**config.mk**
```make
export PLATFORM = sky130hd
export DESIGN_NAME = io_bus_fabric
export DESIGN_NICKNAME = d
export VERILOG_FILES = /design/src/rtl/io_bus_fabric.sv
export SDC_FILE = /design/constraint.sdc
export NUM_CORES = 1
export LEC_CHECK = 0
export BUFFER_PORTS_ARGS = -buffer_cell sky130_fd_sc_hd__buf_2
export CORE_ASPECT_RATIO = 1.2
export CORE_MARGIN = 8
export CORE_UTILIZATION = 51
export CTS_BUF_LIST = sky130_fd_sc_hd__clkbuf_8
export DETAILED_ROUTE_END_ITERATION = 16
export PLACE_DENSITY = 0.93
export SLEW_MARGIN = 5
export SYNTH_ARGS = -nofsm -noshare
export SYNTH_HDL_FRONTEND = slang
export SYNTH_SLANG_ARGS = --single-unit
```
**constraint.sdc**
```tcl
create_clock -name clk -period 6.3 [get_ports clk]
set_input_delay 1.26 -clock clk [delete_from_list [all_inputs] [get_ports clk]]
set_output_delay 1.26 -clock clk [all_outputs]
set_load 0.01 [all_outputs]
```
**src/rtl/io_bus_fabric.sv**
```systemverilog
// Memory-mapped I/O interconnect: decodes a single-master request onto one of N
// slave slots with a registered request/ready handshake, timeout watchdog and error capture.
module io_bus_fabric #(
  parameter int                N_SLOTS    = 4,
  parameter int                ADDR_W     = 32,
  parameter int                DATA_W     = 32,
  parameter int                SLOT_SHIFT = 8,
  parameter logic [ADDR_W-1:0] BASE_ADDR  = 'h0000_1000,
  parameter int                TIMEOUT    = 16
) (
  input  logic                      clk,
  input  logic                      reset,
  input  logic                      m_req,
  input  logic                      m_we,
  input  logic [ADDR_W-1:0]         m_addr,
  input  logic [DATA_W-1:0]         m_wdata,
  output logic [DATA_W-1:0]         m_rdata,
  output logic                      m_ready,
  output logic                      m_err,
  output logic [N_SLOTS-1:0]        s_sel,
  output logic                      s_we,
  output logic [ADDR_W-1:0]         s_addr,
  output logic [DATA_W-1:0]         s_wdata,
  input  logic [N_SLOTS*DATA_W-1:0] s_rdata,
  input  logic [N_SLOTS-1:0]        s_ready,
  output logic [ADDR_W-1:0]         err_addr,
  output logic [7:0]                err_count
);

  localparam int         IDX_W      = (N_SLOTS > 1) ? $clog2(N_SLOTS) : 1;
  localparam int         TAG_LSB    = SLOT_SHIFT + IDX_W;
  localparam logic [7:0] LAST_COUNT = 8'(TIMEOUT - 1);

  typedef enum logic [1:0] {IDLE, ACCESS, RESP} state_e;

  // Every registered output plus the watchdog counter, reset and updated as one unit.
  typedef struct packed {
    logic [DATA_W-1:0]  rdata;
    logic               ready;
    logic               err;
    logic [N_SLOTS-1:0] sel;
    logic               we;
    logic [ADDR_W-1:0]  addr;
    logic [DATA_W-1:0]  wdata;
    logic [ADDR_W-1:0]  err_addr;
    logic [7:0]         err_count;
    logic [7:0]         count;
  } regs_t;

  state_e state, state_nxt;
  regs_t  r_q, r_d;

  logic [IDX_W-1:0]   req_idx;
  logic               req_mapped;
  logic [N_SLOTS-1:0] req_onehot;
  logic               sel_ready;
  logic [DATA_W-1:0]  sel_rdata;
  logic               timed_out;

  function automatic logic [7:0] sat_inc(input logic [7:0] v);
    return (v == 8'hFF) ? v : v + 8'd1;
  endfunction

  always_comb begin : decode
    req_idx    = m_addr[TAG_LSB-1:SLOT_SHIFT];
    req_mapped = (m_addr[ADDR_W-1:TAG_LSB] == BASE_ADDR[ADDR_W-1:TAG_LSB]) &&
                 (32'(req_idx) < N_SLOTS);
    req_onehot = '0;
    for (int k = 0; k < N_SLOTS; k++) begin
      req_onehot[k] = (32'(req_idx) == k);
    end
  end

  // The latched one-hot select steers the read mux; ready from other slots never leaks in.
  always_comb begin : slave_return
    sel_rdata = '0;
    for (int k = 0; k < N_SLOTS; k++) begin
      if (r_q.sel[k]) sel_rdata = s_rdata[k*DATA_W +: DATA_W];
    end
    sel_ready = |(r_q.sel & s_ready);
    timed_out = (r_q.count == LAST_COUNT) && !sel_ready;
  end

  // NOTE: sequential state uses non-blocking assignments so every register samples
  // pre-edge values; blocking here would create order-dependent simulation races.
  always_ff @(posedge clk or posedge reset) begin : state_reg
    if (reset) state <= IDLE;
    else       state <= state_nxt;
  end

  always_comb begin : next_state
    state_nxt = state;
    case (state)
      IDLE:    if (m_req) state_nxt = req_mapped ? ACCESS : RESP;
      ACCESS:  if (sel_ready || timed_out) state_nxt = RESP;
      RESP:    state_nxt = IDLE;
      default: state_nxt = IDLE;
    endcase
  end

  // NOTE: r_d starts as a copy of r_q so every path assigns every field and
  // no latch can be inferred; branches below only override what changes.
  always_comb begin : output_logic
    r_d       = r_q;
    r_d.ready = 1'b0;
    case (state)
      IDLE: begin
        if (m_req) begin
          r_d.addr  = m_addr;
          r_d.wdata = m_wdata;
          if (req_mapped) begin
            r_d.sel   = req_onehot;
            r_d.we    = m_we;
            r_d.count = 8'd0;
          end else begin
            r_d.err       = 1'b1;
            r_d.rdata     = '0;
            r_d.err_addr  = m_addr;
            r_d.err_count = sat_inc(r_q.err_count);
            r_d.ready     = 1'b1;
          end
        end
      end
      ACCESS: begin
        r_d.count = r_q.count + 8'd1;
        if (sel_ready) begin
          r_d.rdata = r_q.we ? '0 : sel_rdata;
          r_d.err   = 1'b0;
          r_d.sel   = '0;
          r_d.we    = 1'b0;
          r_d.ready = 1'b1;
        end else if (timed_out) begin
          r_d.rdata     = '0;
          r_d.err       = 1'b1;
          r_d.err_addr  = r_q.addr;
          r_d.err_count = sat_inc(r_q.err_count);
          r_d.sel       = '0;
          r_d.we        = 1'b0;
          r_d.ready     = 1'b1;
        end
      end
      default: ;
    endcase
  end

  always_ff @(posedge clk or posedge reset) begin : regs
    if (reset) r_q <= '0;
    else       r_q <= r_d;
  end

  assign m_rdata   = r_q.rdata;
  assign m_ready   = r_q.ready;
  assign m_err     = r_q.err;
  assign s_sel     = r_q.sel;
  assign s_we      = r_q.we;
  assign s_addr    = r_q.addr;
  assign s_wdata   = r_q.wdata;
  assign err_addr  = r_q.err_addr;
  assign err_count = r_q.err_count;

endmodule

```
==> key figures, run 1 <==
Outcome
  • Status: complete, no violations

Route
  • Iter 0 DRT Violations: around 620
  • Met3 WL: 2554 um
  • Post-detailed-routing wire length: about 26000 um
  • M1 WL: ~9600 um
  • Vias/cell: roughly 5.4
  • Vias: 7277
  • Highest routed layer: met4
  • Antenna viol nets, final: 0
  • DRC: 0
  • Drt wl/cell: around 19 um
  • DR WL met2: ~13000 um
  • Drt pass-1 iters: 6

Timing
  • Final setup fails: 0
  • Worst slew pin tran: 1.103 ns
  • Worst setup margin: ~2.7 ns
  • Clock Skew: 0.01533 ns
  • Setup TNS Final: 0 ns
  • Fmax: 281.3 MHz
  • Hold Slack: roughly 0.47 ns
  • Final Hold Viols: 0
  • Max Slew Vio Count: 0
  • Final Cycle Share: 56.44%
  • RSZ-0062 raised after global routing: false
  • Fin crit period: 3.556 ns
  • Worst slew margin: 26.45%

Setup path
  • Crit path required time: about 6.6 ns
  • Critical R2R Capture: err_addr[31]$_DFFE_PP0P_
  • Crit path kind: input pin to register
  • Worst R2R Path Depth: 5
  • Worst path cell trace: buf_2, and2b_2, nand2b_2, a21oi_2, or2_2, mux2_2
  • Buf+Inv Stages, Crit Path: 1
  • Crit Path Max Fanout: 33
  • R2R Path Start: s_sel[0]$_DFFE_PP0P_
  • Crit path capture type: register
  • Critical path's largest stage delay: 0.94 ns
  • CP max-delay cell: or2_2
  • Reg2Reg Setup Slack: 3.24 ns
  • CP delay by family, top: simple AND/OR/NAND/NOR gates
  • Crit path DAT: 3.88 ns
  • Critical Path Start Type: input pin

Clock tree
  • Clk root buf: clkbuf_8
  • CTS sink count: between 150 and 200
  • Post-CTS setup buffer count: 0
  • Clock transition at path regs: 0.08 ns
  • Post-CTS Resized: 0
  • Worst-Skew Late Latency: 0.44 ns
  • CTS Hold Bufs: 0
  • # H-tree levels: 4
  • CTS tree: yes
  • CTS max path bufs: 2
  • CTS Buf Count: 17

Placement
  • HPWL Detailed: 19100 um
  • Port Buffer Count: 342
  • GPL Wtd Cong: about 0.9
  • DP Worst Slack: 2.303 ns
  • Placed cell area: between 9000 and 10000 um^2

Layout
  • Fin nets: 1310
  • Layout area overhead: 13.31%
  • Final instance area: 9717 um^2
  • Share of the core filled with cells: about three fifths
  • Share of cells above drive strength 1: 39.12%

Yosys
  • Cells after Synth: approximately 940
  • Post-synthesis mux area share: a little over 7%
  • Syn nets: about 1100
  • Mapped cell area: 8576 um^2
  • Post-synthesis compound-gate area fraction: a little over a tenth
  • Post-synth EDFFs: 0
  • Synth Area in Adders: 0.2918%
  • Synth Flop Type: dfrtp_1
  • Mean post-synth cell area: slightly above 9 um^2
  • Asr flop ratio synth: 100.0%
  • Warnings from Yosys: 0
  • Simple-gate portion of the synthesized area: 21.33%
  • Synth Register Bits: 153
  • Post-Synth XOR/XNOR Area: 0.5107%
  • Post-synthesis sequential area ratio: 44.65%
  • Largest family of logic cells by synthesized area: simple AND/OR/NAND/NOR gates
  • Netlist cell types: 44

GRT
  • Vias in the first global route: 7584
  • Pin count of the biggest net entering global routing: 105
  • Overall routing resource usage: 23.54%
  • Total gr overflow: 0
  • Global-route wire length before repair: 39560 um
  • Initial antenna violation count: 2

Pwr
  • Worst ir drop on vdd: 0.1107 mV
  • Switching pwr: about 700 uW
  • Gate power share: 19.6%
  • Cell-internal power: 1.660 mW
  • Clk network pwr share: 31.2%
  • Sequential Power Share: 49.2%
  • Sw Share: between 20 and 30%
  • Leak: 5.246 nW
  • Power Density: 242.2 nW/um^2

Floorplan
  • Chip Width: approximately 130 um
  • I/O pin total: between 300 and 400
  • Core ar.: 16660 um^2
  • Initial core utilization: 51.49%
  • Die area: 21240 um^2
  • # rows: 52
  • Die Y-Extent: 158.1 um

Run
  • Maxcap violations: 0

Worst hold path
  • Hold Crit Start: s_wdata[24]$_DFFE_PP0P_
  • Hold Path End: s_wdata[24]$_DFFE_PP0P_
  • Hold Path Depth: 2
  • Hold Crit Class: register to register
layout by cell type, fill, tap and decap left out, types with 3 or more instances in the layout:
cell and count:
inv_1 3, nor3_1 34, clkinv_2 3, nand2b_1 5, o21ai_0 6, a22o_1 4, nand2_1 270, a21oi_1 32
nand3_1 39, o2bb2ai_1 32, nor2b_1 31, clkbuf_8 20, a221oi_1 31, and3_1 5, xnor2_1 5, buf_4 9
mux2_4 30, diode_2 3, buf_2 342, o211ai_1 3, nor2_1 7, dfrtp_1 151, mux2_2 13
cell type report:
type | instances | area, um^2
diodes | 3 | 7.507
clock buffers | 20 | 275.3
well taps | 216 | 270.3
flip-flops and latches | 153 | 3831
multi-input cells | 581 | 3435
inverters | 4 | 20.02
clock inverters | 8 | 98.84
repair buffers | 351 | 1779
fillers | 1471 | 6939
metal layers:
metal / vias up / GRT usage, %
met5: - / 0
met4: 0 / 11.14
met3: 67 / 9.460
met2: 379 / 37.94
met1: 3471 / 26.81
li1: 3360 / -
worst max path at each step:
stage | from | end | slack [ns] | depth (start not counted)
2_1_floorplan | reset | err_addr[0]$_DFFE_PP0P_ | 0.92 | 1
3_3_place_gp | m_req | err_addr[31]$_DFFE_PP0P_ | 2.41 | 6
3_5_place_dp | m_req | err_addr[31]$_DFFE_PP0P_ | 2.30 | 6
4_1_cts | m_req | err_addr[31]$_DFFE_PP0P_ | 2.80 | 6
5_1_grt | s_ready[0] | err_addr[31]$_DFFE_PP0P_ | 2.61 | 6
6_report | m_req | err_addr[31]$_DFFE_PP0P_ | 2.74 | 6
synthesized netlist by cell type (3+ instances only):
cell type	number	area (um^2)
mux2_4	30	450.4
buf_1	6	22.52
dfrtp_1	153	3829
and3_1	5	31.28
a21oi_1	32	160.2
xnor2_1	5	43.79
nor2b_1	34	212.7
buf_4	140	1051
buf_12	3	60.06
o21ai_0	6	30.03
nand2_1	270	1013
nor2_1	7	26.28
a22o_1	4	35.03
nor3_1	34	170.2
inv_1	4	15.01
mux2_2	13	146.4
o211ai_1	3	22.52
a221oi_1	31	271.5
nand2b_1	6	37.54
nand3_1	39	195.2
o2bb2ai_1	32	280.3
clkbuf_1	48	180.2
power groups by stage:
stage / clock [mW] / sequential, mW / combinational, mW
6_report: 0.735 / 1.16 / 0.461
5_1_grt: 0.790 / 1.17 / 0.509
4_1_cts: 0.755 / 1.16 / 0.466
3_5_place_dp: 0 / 1.18 / 0.465
3_3_place_gp: 0 / 1.17 / 0.450
2_1_floorplan: 0 / 1.16 / 0.378
cells by family after synthesis:
logic type | Yosys count
compound gates | 118
xor+xnor | 5
fa+ha+maj | 2
buf+inv | 202
flops | 153
mux | 45
simple gates | 411
through the flow:
step | power (mW) | cells
2_1_floorplan | 1.533 | 936
3_3_place_gp | 1.619 | 1305
3_5_place_dp | 1.640 | 1305
4_1_cts | 2.378 | 1333
5_1_grt | 2.472 | 1335
6_report | 2.354 | 1336
worst reg2reg max path, delay by kind of cell (launching register included):
| kind | cells | cell delay (ns) |
|---|---|---|
| AOI/OAI and AO/OA | 1 | 0.24 |
| DFF | 1 | 0.48 |
| muxes | 1 | 0.42 |
| and+or+nand+nor | 3 | 1.81 |
(Power assumes the default switching activity.)
==> inputs of run 2 (changes only) <==
CORE_UTILIZATION = 46   (was 51)
PLACE_DENSITY = 0.89   (was 0.93)
clock period = 2.9 ns   (was 6.3 ns; I/O delays follow)
==> key figures, run 2 (synthesis gave the netlist of run 1 again) <==
Setup path
  • Crit path DAT: 2.61 ns
  • Crit path required time: 3.22 ns
  • CP max-delay cell: or4_4
  • CP delay by family, top: simple AND/OR/NAND/NOR gates
  • Worst path cell trace: buf_2, or4_4, nor4_4, a21oi_2, buf_4, o21ai_0, mux2_2
  • Worst R2R Path Depth: 6
  • Crit path kind: input pin to register
  • Critical Path Start Type: input pin
  • Crit path capture type: register
  • Buf+Inv Stages, Crit Path: 2
  • Crit Path Max Fanout: 8
  • Crit path depth: 7
  • Critical path's largest stage delay: roughly 0.57 ns

Timing
  • Final Cycle Share: 78.92%
  • Final Hold Viols: 0
  • Fin crit period: ~2.3 ns
  • Worst setup margin: 0.6114 ns
  • RSZ-0062 raised after global routing: false
  • Worst slew margin: 50.35%
  • Worst slew pin tran: 0.7447 ns
  • Max Slew Vio Count: 0
  • Fmax: 436.9 MHz
  • Setup TNS Final: 0 ns
  • Final setup fails: 0
  • Clock Skew: 0.01580 ns

Route
  • Post-detailed-routing wire length: around 25000 um
  • Antenna viol nets, final: 0
  • Drt pass-1 iters: 6
  • DRC: 0
  • Vias: 7248
  • Vias/cell: about 5.3
  • Iter 0 DRT Violations: 472
  • Drt wl/cell: 18.69 um

Placement
  • GPL Wtd Cong: 0.9592
  • Port Buffer Count: 342
  • HPWL Detailed: 19350 um
  • DP Worst Slack: 0.1672 ns

Clock tree
  • Worst-Skew Late Latency: 0.44 ns
  • CTS sink count: 153
  • # H-tree levels: 4
  • Clk root buf: clkbuf_8
  • Clock transition at path regs: 0.09 ns
  • CTS max path bufs: 2
  • Post-CTS setup buffer count: 0
  • CTS tree: yes
  • CTS Buf Count: 17
  • CTS Hold Bufs: 0
  • Post-CTS Resized: 0

Layout
  • Most frequent cells in the layout: 342 x buf_2, 270 x nand2_1, 152 x dfrtp_1
  • Fin nets: 1322
  • Share of cells above drive strength 1: 39.66%
  • Layout area overhead: 15.39%
  • Most common cell after layout, fill and taps aside: buf_2

Outcome
  • Status: complete, no violations

GRT
  • Pin count of the biggest net entering global routing: 67
  • GR met3 Demand/Resource: 6.701%
  • Grt peak-use layer: met2
  • Initial antenna violation count: 2
  • Met1 Resource Use GR: 23.26%
  • Total gr overflow: 0
  • Global-route wire length before repair: roughly 38000 um
  • Overall routing resource usage: a little over a fifth
  • Vias in the first global route: 7436
  • Met2 usage: 35.37%

Floorplan
  • Die area: 23290 um^2
  • Chip Width: 140.6 um
  • # rows: 54
  • Die Y-Extent: 165.6 um
  • Initial core utilization: 47.01%
  • Core ar.: 18240 um^2
  • I/O pin total: roughly 340

Pwr
  • Power Density: 520.8 nW/um^2
  • Leak: 5.341 nW
  • Worst ir drop on vdd: 0.2757 mV

Run
  • Maxcap violations: 0

Worst hold path
  • Hold Crit Class: input pin to asynchronous set/reset pin
[run 2: cell count changes in the layout (fill, tap and decap cells not counted)]
cell        before  now
inv_6            1    2
clkinvlp_4       2    3
dfrtp_2          2    1
clkinv_2         3    1
diode_2          3    1
clkinv_4         1    2
buf_12           0    5
inv_1            3    5
buf_4            9   16
dfrtp_1        151  152
[run 2: power breakdown]
group          internal [mW]  total [mW]  switching, mW
logic                  0.464        1.00          0.537
registers               2.35        2.51          0.166
clock network          0.831        1.64          0.808
total                   3.64        5.15           1.51
[run 2: through the flow]
step / utilization [%] / hold WS (ns) / instance area [um^2] / instances / power (mW)
5_1_grt: 54.25 / 0.1643 / 9896 / 1357 / 5.418
4_1_cts: 54.23 / 0.1458 / 9893 / 1356 / 5.216
3_3_place_gp: 52.05 / 0.4518 / 9495 / 1325 / 3.524
6_report: 54.25 / 0.1713 / 9896 / 1357 / 5.153
2_1_floorplan: - / 0.4469 / 8579 / 936 / 3.331
3_5_place_dp: 52.05 / 0.4568 / 9495 / 1325 / 3.568
[run 2: area by class of cell]
cell class / instances / area, um^2
Sequential cell: 153 / 3830
Inverter: 4 / 18.77
Timing Repair Buffer: 363 / 1932
Antenna cell: 1 / 2.502
Tap cell: 224 / 280.3
Clock buffer: 20 / 275.3
Fill cell: 1661 / 8347
Multi-Input combinational cell: 581 / 3435
Clock inverter: 11 / 122.6
[run 2: path summary, 6_finish.rpt]
check	slack, ns	start	to
worst max register to register	0.66	s_sel[0]$_DFFE_PP0P_	err_addr[30]$_DFFE_PP0P_
worst min-delay path	0.17	reset	s_wdata[8]$_DFFE_PP0P_
min in group clk	0.33	m_wdata[6]	s_wdata[6]$_DFFE_PP0P_
max in group asynchronous	2.03	reset	s_addr[18]$_DFFE_PP0P_
worst max-delay path	0.61	m_addr[27]	err_count[1]$_DFFE_PP0P_
worst min register to register	0.47	s_wdata[19]$_DFFE_PP0P_	s_wdata[19]$_DFFE_PP0P_
[run 2: per-layer routing]
metal	routed length (um)	vias up
met4	926	2
met5	8	-
met1	9644	3474
met2	12800	320
met3	1983	62
li1	-	3390
==> inputs of run 3 (changes only) <==
CORE_UTILIZATION = 51   (was 46)
PLACE_DENSITY = 0.93   (was 0.89)
clock period = 2.3 ns   (was 2.9 ns; I/O delays follow)
==> key figures, run 3 (synthesis gave the netlist of run 1 again) <==
Outcome
  • Status: complete, no violations

Setup path
  • Crit path DAT: 2.47 ns
  • Worst R2R Path Depth: 7
  • Crit path depth: 7
  • CP max-delay cell: or4b_1
  • Critical path's largest stage delay: 0.63 ns
  • Crit path capture type: register
  • Critical R2R Capture: err_addr[16]$_DFFE_PP0P_
  • Crit Path Max Fanout: 18
  • Reg2Reg Setup Slack: 0.20 ns
  • Buf+Inv Stages, Crit Path: 2
  • R2R Path Start: r_q[0]$_DFFE_PP0P_
  • Crit path required time: 2.64 ns
  • Setup crit start: m_addr[11]
  • CP delay by family, top: simple AND/OR/NAND/NOR gates
  • Critical path destination: err_addr[16]$_DFFE_PP0P_
  • Critical Path Start Type: input pin
  • Crit path kind: input pin to register
  • Worst path cell trace: buf_2, or4b_1, nor3b_2, a21oi_2, or2_2, buf_12, mux2_4

Clock tree
  • Post-CTS setup buffer count: 0
  • CTS Buf Count: 17
  • CTS sink count: 153
  • # H-tree levels: 4
  • CTS max path bufs: 2
  • Clock transition at path regs: 0.09 ns
  • Post-CTS Resized: 0
  • Clk root buf: clkbuf_8
  • CTS tree: yes
  • Worst-Skew Late Latency: 0.45 ns
  • CTS Hold Bufs: 0

Placement
  • DP Worst Slack: -0.2894 ns
  • Placed cell area: 9701 um^2
  • HPWL Detailed: 20030 um
  • GPL Wtd Cong: 0.9064
  • Port Buffer Count: between 300 and 400

GRT
  • Overall routing resource usage: between 20% and 30%
  • Vias in the first global route: 7707
  • Pin count of the biggest net entering global routing: 67
  • Initial antenna violation count: 1
  • Total gr overflow: 0
  • Global-route wire length before repair: roughly 40000 um

Floorplan
  • # rows: 52
  • Core ar.: approximately 17000 um^2
  • Chip Width: 134.4 um
  • Die Y-Extent: 158.1 um
  • I/O pin total: between 300 and 400
  • Die area: 21240 um^2
  • Initial core utilization: between 50 and 60%

Pwr
  • Switching pwr: 2.019 mW
  • Clk network pwr share: 33.0%
  • Cell-internal power: 4.670 mW
  • Leak: 5.472 nW
  • Worst ir drop on vdd: 0.4353 mV
  • Sequential Power Share: 47.5%
  • Gate power share: 19.5%
  • Power Density: 660.4 nW/um^2
  • Sw Share: 30.18%

Layout
  • Fin nets: around 1300
  • Share of the core filled with cells: 60.81%
  • Layout area overhead: 18.11%
  • Final instance area: between 10000 and 15000 um^2
  • Most common cell after layout, fill and taps aside: buf_2
  • Most frequent cells in the layout: 342 x buf_2, 270 x nand2_1, 152 x dfrtp_1
  • Share of cells above drive strength 1: 41.29%

Route
  • Iter 0 DRT Violations: 601
  • Antenna viol nets, final: 0
  • Drt wl/cell: 18.98 um
  • Vias/cell: 5.470
  • Vias: around 7500
  • Post-detailed-routing wire length: ~26000 um
  • DRC: 0
  • Drt pass-1 iters: 6

Run
  • Maxcap violations: 0

Timing
  • Worst slew pin tran: approximately 0.65 ns
  • Final setup fails: 0
  • Final Hold Viols: 0
  • Final Cycle Share: 92.33%
  • Worst setup margin: approximately 0.18 ns
  • Fmax: ~470 MHz
  • Hold Slack: 0.03571 ns
  • Clock Skew: 0.009116 ns
  • Max Slew Vio Count: 0
  • Setup TNS Final: 0 ns
  • RSZ-0062 raised after global routing: false
  • Worst slew margin: 56.81%
  • Fin crit period: around 2.1 ns

Worst hold path
  • Hold Crit Class: input pin to asynchronous set/reset pin
run 3: how the worst min path moves through the flow:
stage / endpoint / slack, ns / cells past startpoint
final: s_wdata[15]$_DFFE_PP0P_ / 0.04 / 2
after global routing: s_wdata[14]$_DFFE_PP0P_ / 0.03 / 2
after CTS: s_wdata[15]$_DFFE_PP0P_ / 0.01 / 2
after detailed placement: s_wdata[14]$_DFFE_PP0P_ / 0.46 / 2
after global placement: s_wdata[0]$_DFFE_PP0P_ / 0.45 / 2
after floorplan: s_wdata[0]$_DFFE_PP0P_ / 0.45 / 2
run 3: power groups by stage:
stage	Sequential (mW)	Clock, mW	Combinational [mW]
after floorplan	3.16	0	1.03
after global placement	3.21	0	1.27
after detailed placement	3.22	0	1.31
after CTS	3.18	2.26	1.32
after global routing	3.22	2.37	1.42
final	3.18	2.21	1.31
run 3: layout make-up:
class	instances	area, um^2
flip-flops and latches	153	3830
clock inverters	15	191.4
clock buffers	17	234.0
fillers	1422	6528
diodes	1	2.502
repair buffers	390	2147
inverters	4	18.77
well taps	216	270.3
multi-input cells	581	3435
run 3: per-stage QoR:
stage / power [mW] / std cells
after floorplan: 4.200 / 936
after global placement: 4.474 / 1344
after detailed placement: 4.539 / 1344
after CTS: 6.761 / 1376
after global routing: 7.014 / 1377
final: 6.689 / 1377
run 3: per-layer routing:
metal  up-vias  part of all wire, %  GRT usage [%]
met2       398                   49          39.52
li1       3438                    -              -
met5         -                    0              0
met3        84                  8.2          7.206
met4         0                  4.1          12.59
met1      3612                   38          28.30
